$ cat src/rtl/three_bit.sv
// Registered 3-bit ripple-carry adder with carry out and a valid flag.
// Optional carry-in port enabled by defining THREE_BIT_CIN_EN.
module three_bit (
   input  logic clk,
   input  logic rst,
   input  logic a0,
   input  logic a1,
   input  logic a2,
   input  logic b0,
   input  logic b1,
   input  logic b2,
   input  logic in_valid,
   output logic s0,
   output logic s1,
   output logic s2,
   output logic cout,
   output logic out_valid
`ifdef THREE_BIT_CIN_EN
   ,
   input  logic cin
`endif
);

   logic c0, c1, c2, c3;
   logic sum0, sum1, sum2;

`ifdef THREE_BIT_CIN_EN
   assign c0 = cin;
`else
   assign c0 = 1'b0;
`endif

   // Three full-adder cells in ripple; each carry feeds the next stage.
   assign sum0 = a0 ^ b0 ^ c0;
   assign c1   = (a0 & b0) | (a0 & c0) | (b0 & c0);
   assign sum1 = a1 ^ b1 ^ c1;
   assign c2   = (a1 & b1) | (a1 & c1) | (b1 & c1);
   assign sum2 = a2 ^ b2 ^ c2;
   assign c3   = (a2 & b2) | (a2 & c2) | (b2 & c2);

   always_ff @(posedge clk) begin
      if (rst) begin
         s0        <= 1'b0;
         s1        <= 1'b0;
         s2        <= 1'b0;
         cout      <= 1'b0;
         out_valid <= 1'b0;
      end else begin
         out_valid <= in_valid;
         // Result bits hold their last value when no new operands arrive.
         if (in_valid) begin
            s0   <= sum0;
            s1   <= sum1;
            s2   <= sum2;
            cout <= c3;
         end
      end
   end

endmodule

$ cat config.mk
export PLATFORM = sky130hd
export DESIGN_NAME = three_bit
export DESIGN_NICKNAME = d
export VERILOG_FILES = /design/src/rtl/three_bit.sv
export SDC_FILE = /design/constraint.sdc
export NUM_CORES = 1
export LEC_CHECK = 0
export ABC_AREA = 1
export CAP_MARGIN = 20
export CORE_AREA = 2 2 39 41
export DETAILED_ROUTE_END_ITERATION = 10
export DIE_AREA = 0 0 41 43
export MAX_ROUTING_LAYER = met4
export SETUP_SLACK_MARGIN = 0.4
export SKIP_CTS_REPAIR_TIMING = 1
export SLEW_MARGIN = 30
export SYNTH_ARGS = -nofsm -noshare
export SYNTH_HDL_FRONTEND = slang
export SYNTH_SLANG_ARGS = --single-unit
$ cat constraint.sdc
create_clock -name clk -period 2.6 [get_ports clk]
set_clock_uncertainty 0.2 [all_clocks]
set_input_delay 0.65 -clock clk [delete_from_list [all_inputs] [get_ports clk]]
set_output_delay 0.65 -clock clk [all_outputs]
set_load 0.01 [all_outputs]
# [Word level (Yosys, flattened, before mapping)]
# Index checks and enable logic that the tools add are counted.
[op_classes] addsub=0 n_mul=0 div=0 magnitude_cmp=0 eq_ne=0 shift=0 muxes=0 bitwise=16 reduce_logical=0
[ops] op="AND 1 bit" count=7
[ops] op="bitwise XOR 1 bit" count=5
[ops] op="OR 1 bit" count=4
[word_totals] register_bits=5 latchBits=0 mem_bits_rw=0 rom_bits=0 in_bits=9 output_inout_bits=5 wordCells=21 memories=0

# [Depth between registers and ports, before layout]
# Gate-level depths: netlist of run 1.
[depth] word_depth=7 depth_mapped=7 depth_no_buf=7

# [Worst setup path before layout of run 1]
# No wires, ideal clock.
[synth_timing] path_type="input -> register" start="in a0" end="reg s2" setup_time_ns=0.064 arrival_ns=1.813 slack_ns=0.523 stages=7 cell_sequence="ha_1 -> fa_1 -> inv_1 -> fa_1 -> nand2_1 -> nand2_1 -> nor2_1"
[synth_via] elab_chain_len=5 elab_cells_between_ends=6 classes_between="bitwise (6)"
[synth_rtl] item="from (decl)" line_no="6" rtl="input logic a0,"
[synth_rtl] item="AND 1 bit (*)" line_no="35" rtl="assign c1 = (a0 & b0) | (a0 & c0) | (b0 & c0);"
[synth_rtl] item="AND 1 bit" line_no="37" rtl="assign c2 = (a1 & b1) | (a1 & c1) | (b1 & c1);"
[synth_rtl] item="OR 1 bit" line_no="37"
[synth_rtl] item="OR 1 bit (*)" line_no="37"
[synth_rtl] item="bitwise XOR 1 bit (*)" line_no="38" rtl="assign sum2 = a2 ^ b2 ^ c2;"
[synth_rtl] item="to (signal assigned)" line_no="54" rtl="s2 <= sum2;"
[synth_rtl] item="to (decl)" line_no="15" rtl="output logic s2,"
# Mark *: on every way between the ends. The rest lies on a longest branch, timed or not.
# A chain may end at the register's enable or synchronous reset.

# [Final worst setup path of run 1]
[layout_timing] start="in b1" end="reg s2"
[layout_via] elab_chain_len=4 elab_cells_between_ends=5 classes_between="bitwise (5)"
[layout_rtl] item="from (decl)" line_no="10" rtl="input logic b1,"
[layout_rtl] item="AND 1 bit" line_no="37"
[layout_rtl] item="OR 1 bit" line_no="37"
[layout_rtl] item="OR 1 bit (*)" line_no="37"
[layout_rtl] item="bitwise XOR 1 bit (*)" line_no="38"
# Marked as above.

==> results of run 1 <==
stage by stage:
stage	hold slack, ns	power (uW)	worst slack, ns	std cells
after floorplan	0.292	111	0.523	33
after CTS	0.273	227	0.298	65
final	0.260	222	0.496	65
after detailed placement	0.268	137	0.0450	61
after global placement	0.264	137	0.0585	61
after global routing	0.285	242	0.424	65
state kept, by name (all words and copies together) (netlist names):
signal and count:
cout 1, out_valid 1, s0 1, s1 1, s2 1
placed cells by master (no fill, tap or decap):
master	synthesis	routed
fa_2	0	1
dlymetal6s2s_1	0	3
ha_2	0	1
dfxtp_1	5	5
fa_1	2	1
clkdlybuf4s50_1	0	10
inv_1	7	6
nand2_1	6	6
inv_2	0	1
clkbuf_1	0	1
nand2_2	2	2
clkbuf_4	0	3
nor2_1	9	9
cell families after synthesis:
family                   Yosys count
AND/OR/NAND/NOR                   17
buffers and inverters              8
flip-flops                         5
adder cells (fa/ha/maj)            3
how the worst min path moves through the flow:
stage                     from  to  depth (start not counted)
after floorplan             s0  s0                          2
after global placement      s1  s1                          2
after detailed placement    s2  s2                          2
after CTS                   s2  s2                          2
after global routing        s2  s2                          2
final                       s2  s2                          2
tightest hold or removal path, stage by stage (launching register included):
cell	delay [ns]
dfxtp_1	0.32
nor2_1	0.04
nor2_1	0.06
power groups by stage:
stage                     registers, uW  logic, uW  clock network (uW)
after floorplan                    90.1       21.1                   0
after global placement             87.2       49.7                   0
after detailed placement           87.2       50.0                   0
after CTS                          85.9       50.2                91.1
after global routing               86.3       56.9                98.4
final                              85.8       49.8                86.6
layer usage:
| metal | up-vias | track usage | routed length, um |
|---|---|---|---|
| met3 | 0 | 0.0785 | 58 |
| li1 | 123 | - | - |
| met2 | 9 | 0.100 | 231 |
| met1 | 104 | 0.0552 | 169 |
| met5 | - | - | 0 |
| met4 | 0 | 0.0200 | 0 |
layout make-up:
type                       instances  area, um^2
multi-input combinational         20         126
clock buffer                       4        26.3
fill                             160         947
inverter                           7        26.3
timing repair buffer              13         138
sequential                         5         100
tap                               16        20.0
==> results.txt, run 1 <==
FF+latch count, synth = 5
Crit-path max cell delay = 0.42 ns
Final hold viol count = 0
Vias in the first global route = 215
PD cells = 509 nW/um^2
Fin crit share = 0.809
Cell taking the most area after synthesis = dfxtp_1
Sw frac = 0.235
Area growth syn-to-layout = 68.6%
Dpl hpwl = 376 um
CP startpoint = b1
Clk pin slew, worst setup/hold paths = 0.04 ns
Reg-to-reg endpoint = cout
Final instance area = 437 um^2
# nets final = 62
CP startpoint kind = primary input
Buf/Inv on CP = 2
Relative slew slack = 0.778
Synth cell types = 8
Initial core utilization = 0.187
Pin count of the biggest net entering global routing = 10
Top cell family by delay on the critical path = adder cells
Most common cell in the netlist = nor2_1
Critical path depth in cells = 7
Simple-Gate Fraction of Synth Area = 0.266
Setup_tns = 0 ns
Post-route DRC = 0
Main synth FF type = dfxtp_1
Die extent in x = 41 um
Post-synthesis mux area share = 0
Via/cell ratio = 3.63
Final Max Slew Viols = 0
Post-synthesis net count = 45
CTS tree = done
Overall fraction of global-route tracks in use = 0.0691
Netlist Area Pre-Place = 259 um^2
DRT antenna net count = 0
R2R Setup Slk = 1.84 ns
Asr flop ratio synth = 0
First-pass DRT Iterations = 2
Worst r2r path cells = 2
Antenna violations before repair = 0
Total number of vias = 236
Synth Area per Inst = 7.85 um^2
Area contributors post-synth = dfxtp_1, fa_1, nor2_1
Num ports = 14
Logic gate share of total power = 0.224
Die ar. = 1760 um^2
Worst flop-to-flop path startpoint = cout
WL per Instance = 7.06 um
Cell Int Power = 170 uW
# diodes = 0
Xor/xnor share of the synthesized area = 0
Top cell by count, worst path = nand2_1
Tightest Pin Transition = 0.331 ns
CTS H-tree depth = 1
Post-route minimum period = 2.10 ns
Switch Pwr = 52.1 uW
RD Place Congestion = 0.717
Highest Clock Rate = 475 MHz
Die extent in y = 43 um
First-pass GRT wire length = 717 um
Static Leak = 0.000229 uW
Crit path required time = 2.58 ns
Top-area cell type share of the netlist area = 0.386
RSZ-0062 raised after global routing = false
Critical path class = primary input to flip-flop
Num CTS Buffers = 3
Starting DRT DRC Count = 2
Share of layout cells above drive strength 1 = 0.163
Hold WC Path Type = flip-flop to flip-flop
Final setup fails = 0
Sequential share of the synthesized area = 0.386
Worst Setup EP = s2
Clock Tree Buf Depth = 2
Later-pin clock latency in the skew report = 0.23 ns
# Max-Cap Violations = 0
CTS root buf = clkbuf_4
Post-synth top cells = nor2_1, inv_1, nand2_1, dfxtp_1
Peak supply drop = 0.000291 V
Final wirelength = 459 um
Core Rows = 14
Crit end category = flip-flop
Seq pwr share = 0.386
Clk pwr share = 0.390
Post-synth EDFFs = 0
Core Box Area = 1380 um^2
Crit Path Max Fanout = 1
Sink Count = 5
Critical-path cell list = clkdlybuf4s50_1, fa_2, inv_2, fa_1, nand2_1, nand2_1, nor2_1
Status = completed
Arrival time worst endpoint = 2.08 ns
Port-buffer cells = 13
Main combinational cell family by area after synthesis = simple AND/OR/NAND/NOR gates
Grt ovf = 0
Compound-Gate Fraction of Synth Area = 0
Synth Area in Adders = 0.203
Final core occ = 0.316
Synth Instances = 33
Placed inst area = 398 um^2
Worst path slowest cell = clkdlybuf4s50_1
Synth warnings = 0
No activity file was read; power rests on OpenSTA's default activity.
==> run 2, diff against run 1 <==
==> constraint.sdc (replaced) <==
create_clock -name clk -period 1.9 [get_ports clk]
set_clock_uncertainty 0.2 [all_clocks]
set_input_delay 0.475 -clock clk [delete_from_list [all_inputs] [get_ports clk]]
set_output_delay 0.475 -clock clk [all_outputs]
set_load 0.01 [all_outputs]
==> run 2 against run 1 <==
  * Setup slack worse by 0.31 ns
  * Core utilization is 2.2 points higher
  * Non-clock buffer count stayed put
  * Register-to-register slack worse by 0.68 ns
  * Via count is 1.7% higher
  * Hold slack better by 0.0037 ns
  * Cell count stayed put
  * Power is 39% higher
  * Sequential power is 36% higher
  * Critical path depth is 1 higher
  * Largest power group unchanged
  * Highest routed layer unchanged
==> results.txt, run 2 (same netlist as run 1, synthesis figures left out) <==
Die ar. = 1760 um^2
First-pass GRT wire length = 910 um
Vias in the first global route = 246
Fill cells = 156
Crit Path Max Fanout = 1
Antenna violations before repair = 0
Crit-path max cell delay = 0.41 ns
Crit end category = flip-flop
Final Max Slew Viols = 0
Status = completed
PD cells = 662 nW/um^2
Core Rows = 14
Die extent in x = 41 um
Initial core utilization = 0.187
Final hold viol count = 0
Final wirelength = 495 um
Crit path required time = 1.88 ns
Multi-input logic area = 139 um^2
CTS H-tree depth = 1
Arrival time worst endpoint = 1.70 ns
Final core occ = 0.337
Fin cells = 65
Critical path class = primary input to flip-flop
Cells after DPL = 61
Most frequent cells in the layout = nor2_1, dlymetal6s2s_1, nand2_1, dfxtp_1, inv_1
Final setup fails = 0
Worst r2r path cells = 2
Die extent in y = 43 um
Buf/Inv on CP = 2
Busiest layer in global routing = met2
Met2 usage = 0.113
Num CTS Buffers = 3
Peak supply drop = 0.000278 V
CTS tree = done
# nets final = 62
Depth of the worst hold-timing path = 2
Grt met1 use = 0.0844
Storage element area = 100 um^2
Share of layout cells above drive strength 1 = 0.265
Highest Clock Rate = 583 MHz
# Max-Cap Violations = 0
Via/cell ratio = 3.69
Met3 GRT Util = 0.0785
DRT antenna net count = 0
Worst path slowest cell = fa_2
Total number of vias = 240
Grt ovf = 0
CP startpoint kind = primary input
Tightest Pin Transition = 0.348 ns
Static Leak = 0.000312 uW
Hold WC Path Type = flip-flop to flip-flop
Relative slew slack = 0.767
Later-pin clock latency in the skew report = 0.24 ns
First-pass DRT Iterations = 2
Critical path depth in cells = 8
# diodes = 0
Overall fraction of global-route tracks in use = 0.0857
Sink Count = 5
Clk pin slew, worst setup/hold paths = 0.05 ns
Area growth syn-to-layout = 80.2%
Post-route DRC = 0
Port-buffer cells = 13
WL per Instance = 7.62 um
Post-route minimum period = 1.71 ns
Pin count of the biggest net entering global routing = 10
Fin crit share = 0.902
Core Box Area = 1380 um^2
RSZ-0062 raised after global routing = true
Starting DRT DRC Count = 1
RD Place Congestion = 0.648
Top cell family by delay on the critical path = adder cells
Num ports = 14
Dpl hpwl = 396 um
CTS root buf = clkbuf_4
Clock Tree Buf Depth = 2
Critical-path cell list = buf_6, ha_4, fa_2, inv_2, fa_2, nand2_1, nand2_1, nor2_1
-- run 2: final timing paths --
path / from / end / slack, ns
setup reg to reg: cout / cout / 1.16
hold / removal: cout / cout / 0.26
hold reg to reg: cout / cout / 0.26
setup / recovery: b0 / s2 / 0.19
-- run 2: cell type report --
cell class | count | area share
well taps | 16 | 0.0429
multi-input cells | 20 | 0.298
flip-flops and latches | 5 | 0.214
repair buffers | 13 | 0.332
inverters | 7 | 0.0563
clock buffers | 4 | 0.0563
-- run 2: worst register-to-register path, delay by kind of cell, from the launching register on --
family	cells	cell delay, ns
flops	1	0.30
simple gates	2	0.14
-- run 2: power by group --
group          switching (uW)  internal, uW
logic                    30.0          38.4
clock network            44.1          79.4
registers                3.12           114
total                    77.2           232
-- run 2: metrics by stage --
stage	TNS, ns	hold WS, ns	worst slack (ns)	total power, uW	instance area, um^2
2_1_floorplan	0	0.288	0.0458	154	274
3_3_place_gp	-0.945	0.250	-0.482	191	413
3_5_place_dp	-0.977	0.257	-0.487	192	413
4_1_cts	-0.272	0.269	-0.229	321	439
5_1_grt	0	0.300	0.142	334	467
6_report	0	0.264	0.186	309	467
-- run 2: metal layers --
layer / share of wire / vias up
met4: 0 / 0
li1: - / 124
met1: 0.38 / 109
met3: 0.10 / 0
met5: 0 / -
met2: 0.52 / 7
==> patch: new RTL, settings of run 2 <==
Register the output `cout` once more, with the module's reset; this adds one clock of latency there. The other outputs are not delayed to match.
--- a/src/rtl/three_bit.sv
+++ b/src/rtl/three_bit.sv
@@ -22,4 +22,6 @@
 );
 
+   logic cout_s0;
+
    logic c0, c1, c2, c3;
    logic sum0, sum1, sum2;
@@ -44,5 +46,5 @@
          s1        <= 1'b0;
          s2        <= 1'b0;
-         cout      <= 1'b0;
+         cout_s0   <= 1'b0;
          out_valid <= 1'b0;
       end else begin
@@ -53,6 +55,14 @@
             s1   <= sum1;
             s2   <= sum2;
-            cout <= c3;
+            cout_s0 <= c3;
          end
+      end
+   end
+
+   always_ff @(posedge clk) begin
+      if (rst) begin
+         cout <= '0;
+      end else begin
+         cout <= cout_s0;
       end
    end
Behaviour: not the same (a bounded check fails within 4 cycles, from zero or initial values and one cycle with rst high).
==> patch against run 2 <==
  * Sequential cell count rose by 1
  * Design area did not move
  * Die area did not move
  * Synthesized area did not move
  * Routed wire length rose by 1.0%
  * Final cell count fell by 3.1%
  * Non-clock buffer count did not move
  * Count of clock-buffer cells in the layout fell by 1
  * Power rose by 3.8%
  * Via count fell by 0.83%
  * Worst setup slack got worse by 0.059 ns
  * Combinational power fell by 6.7%
  * Highest routed layer is now met4
==> patch: results <==
<?xml version="1.0" encoding="UTF-8"?>
<metrics>
  <group name="placed_design">
    <metric name="dp.cells" unit="">60</metric>
    <metric name="finalWeightedCongestion" unit="">0.635</metric>
    <metric name="dpl-instance-area" unit="um2">424</metric>
    <metric name="place_ws" unit="ns">-0.496</metric>
  </group>
  <group name="synthesis">
    <metric name="post_synth_most_frequent_cells" unit="">9 x nor2_1, 7 x inv_1, 6 x dfxtp_1</metric>
    <metric name="synthCells" unit="">31</metric>
    <metric name="synth_nets" unit="">43</metric>
    <metric name="synth_compound_gate_area_share" unit="%">5.80</metric>
  </group>
  <group name="cells_and_area">
    <metric name="num-fill-cells" unit="">152</metric>
    <metric name="final_layout_size_suffix_gt1_share" unit="%">17.0</metric>
    <metric name="nets" unit="">61</metric>
    <metric name="post_route_insts_no_fill" unit="">63</metric>
  </group>
  <group name="worst_hold_path">
    <metric name="hold_path_end" unit="">cout$_SDFF_PP0_</metric>
    <metric name="worstHoldStart" unit="">cout_s0$_SDFFE_PP0P_</metric>
  </group>
  <group name="power_and_ir_drop">
    <metric name="internal_power" unit="uW">245</metric>
    <metric name="power_combinational" unit="uW">63.8</metric>
    <metric name="total_leakage_power" unit="nW">0.294</metric>
  </group>
  <group name="critical_path">
    <metric name="crit-reg2reg-capture" unit="">cout_s0$_SDFFE_PP0P_</metric>
    <metric name="worstReg2RegStart" unit="">cout_s0$_SDFFE_PP0P_</metric>
    <metric name="r2r_setup_slack" unit="ns">1.07</metric>
  </group>
  <group name="route">
    <metric name="drt_iter0_markers" unit="">4</metric>
    <metric name="post_drt_via_cell_ratio" unit="">3.78</metric>
    <metric name="wire_per_inst" unit="um">7.94</metric>
  </group>
  <group name="outcome">
    <metric name="outcome" unit="">complete, no violations</metric>
  </group>
  <group name="grt">
    <metric name="track_usage" unit="%">8.04</metric>
    <metric name="grt_start_max_net_pins" unit="">8</metric>
  </group>
</metrics>
[patch: cell types whose count changed after synthesis, sizes merged]
| cell | before | now |
|---|---|---|
| dfxtp | 5 | 6 |
| o21ai | 0 | 3 |
| buf | 1 | 0 |
| nand2 | 8 | 3 |
[patch: cell families after synthesis]
kind of cell	count (synthesis)
AND/OR/NAND/NOR	12
flip-flops	6
adder cells (fa/ha/maj)	3
buffers and inverters	7
AO/OA/AOI/OAI	3
[patch: per-layer routing]
layer  up-vias  track usage (%)  part of all wire, %
met5         -                -                    0
met4         0             4.00                  1.2
met3         2             6.28                  9.4
met2         8             10.6                   45
met1       106             8.41                   44
li1        122                -                    -
[patch: cell type report]
type / count / area [um2] / area share, %
clock buffer: 3 / 22.5 / 4.83
inverter: 7 / 26.3 / 5.63
sequential: 6 / 120 / 25.7
tap: 16 / 20.0 / 4.29
timing repair buffer: 13 / 150 / 32.2
multi-input combinational: 18 / 128 / 27.3
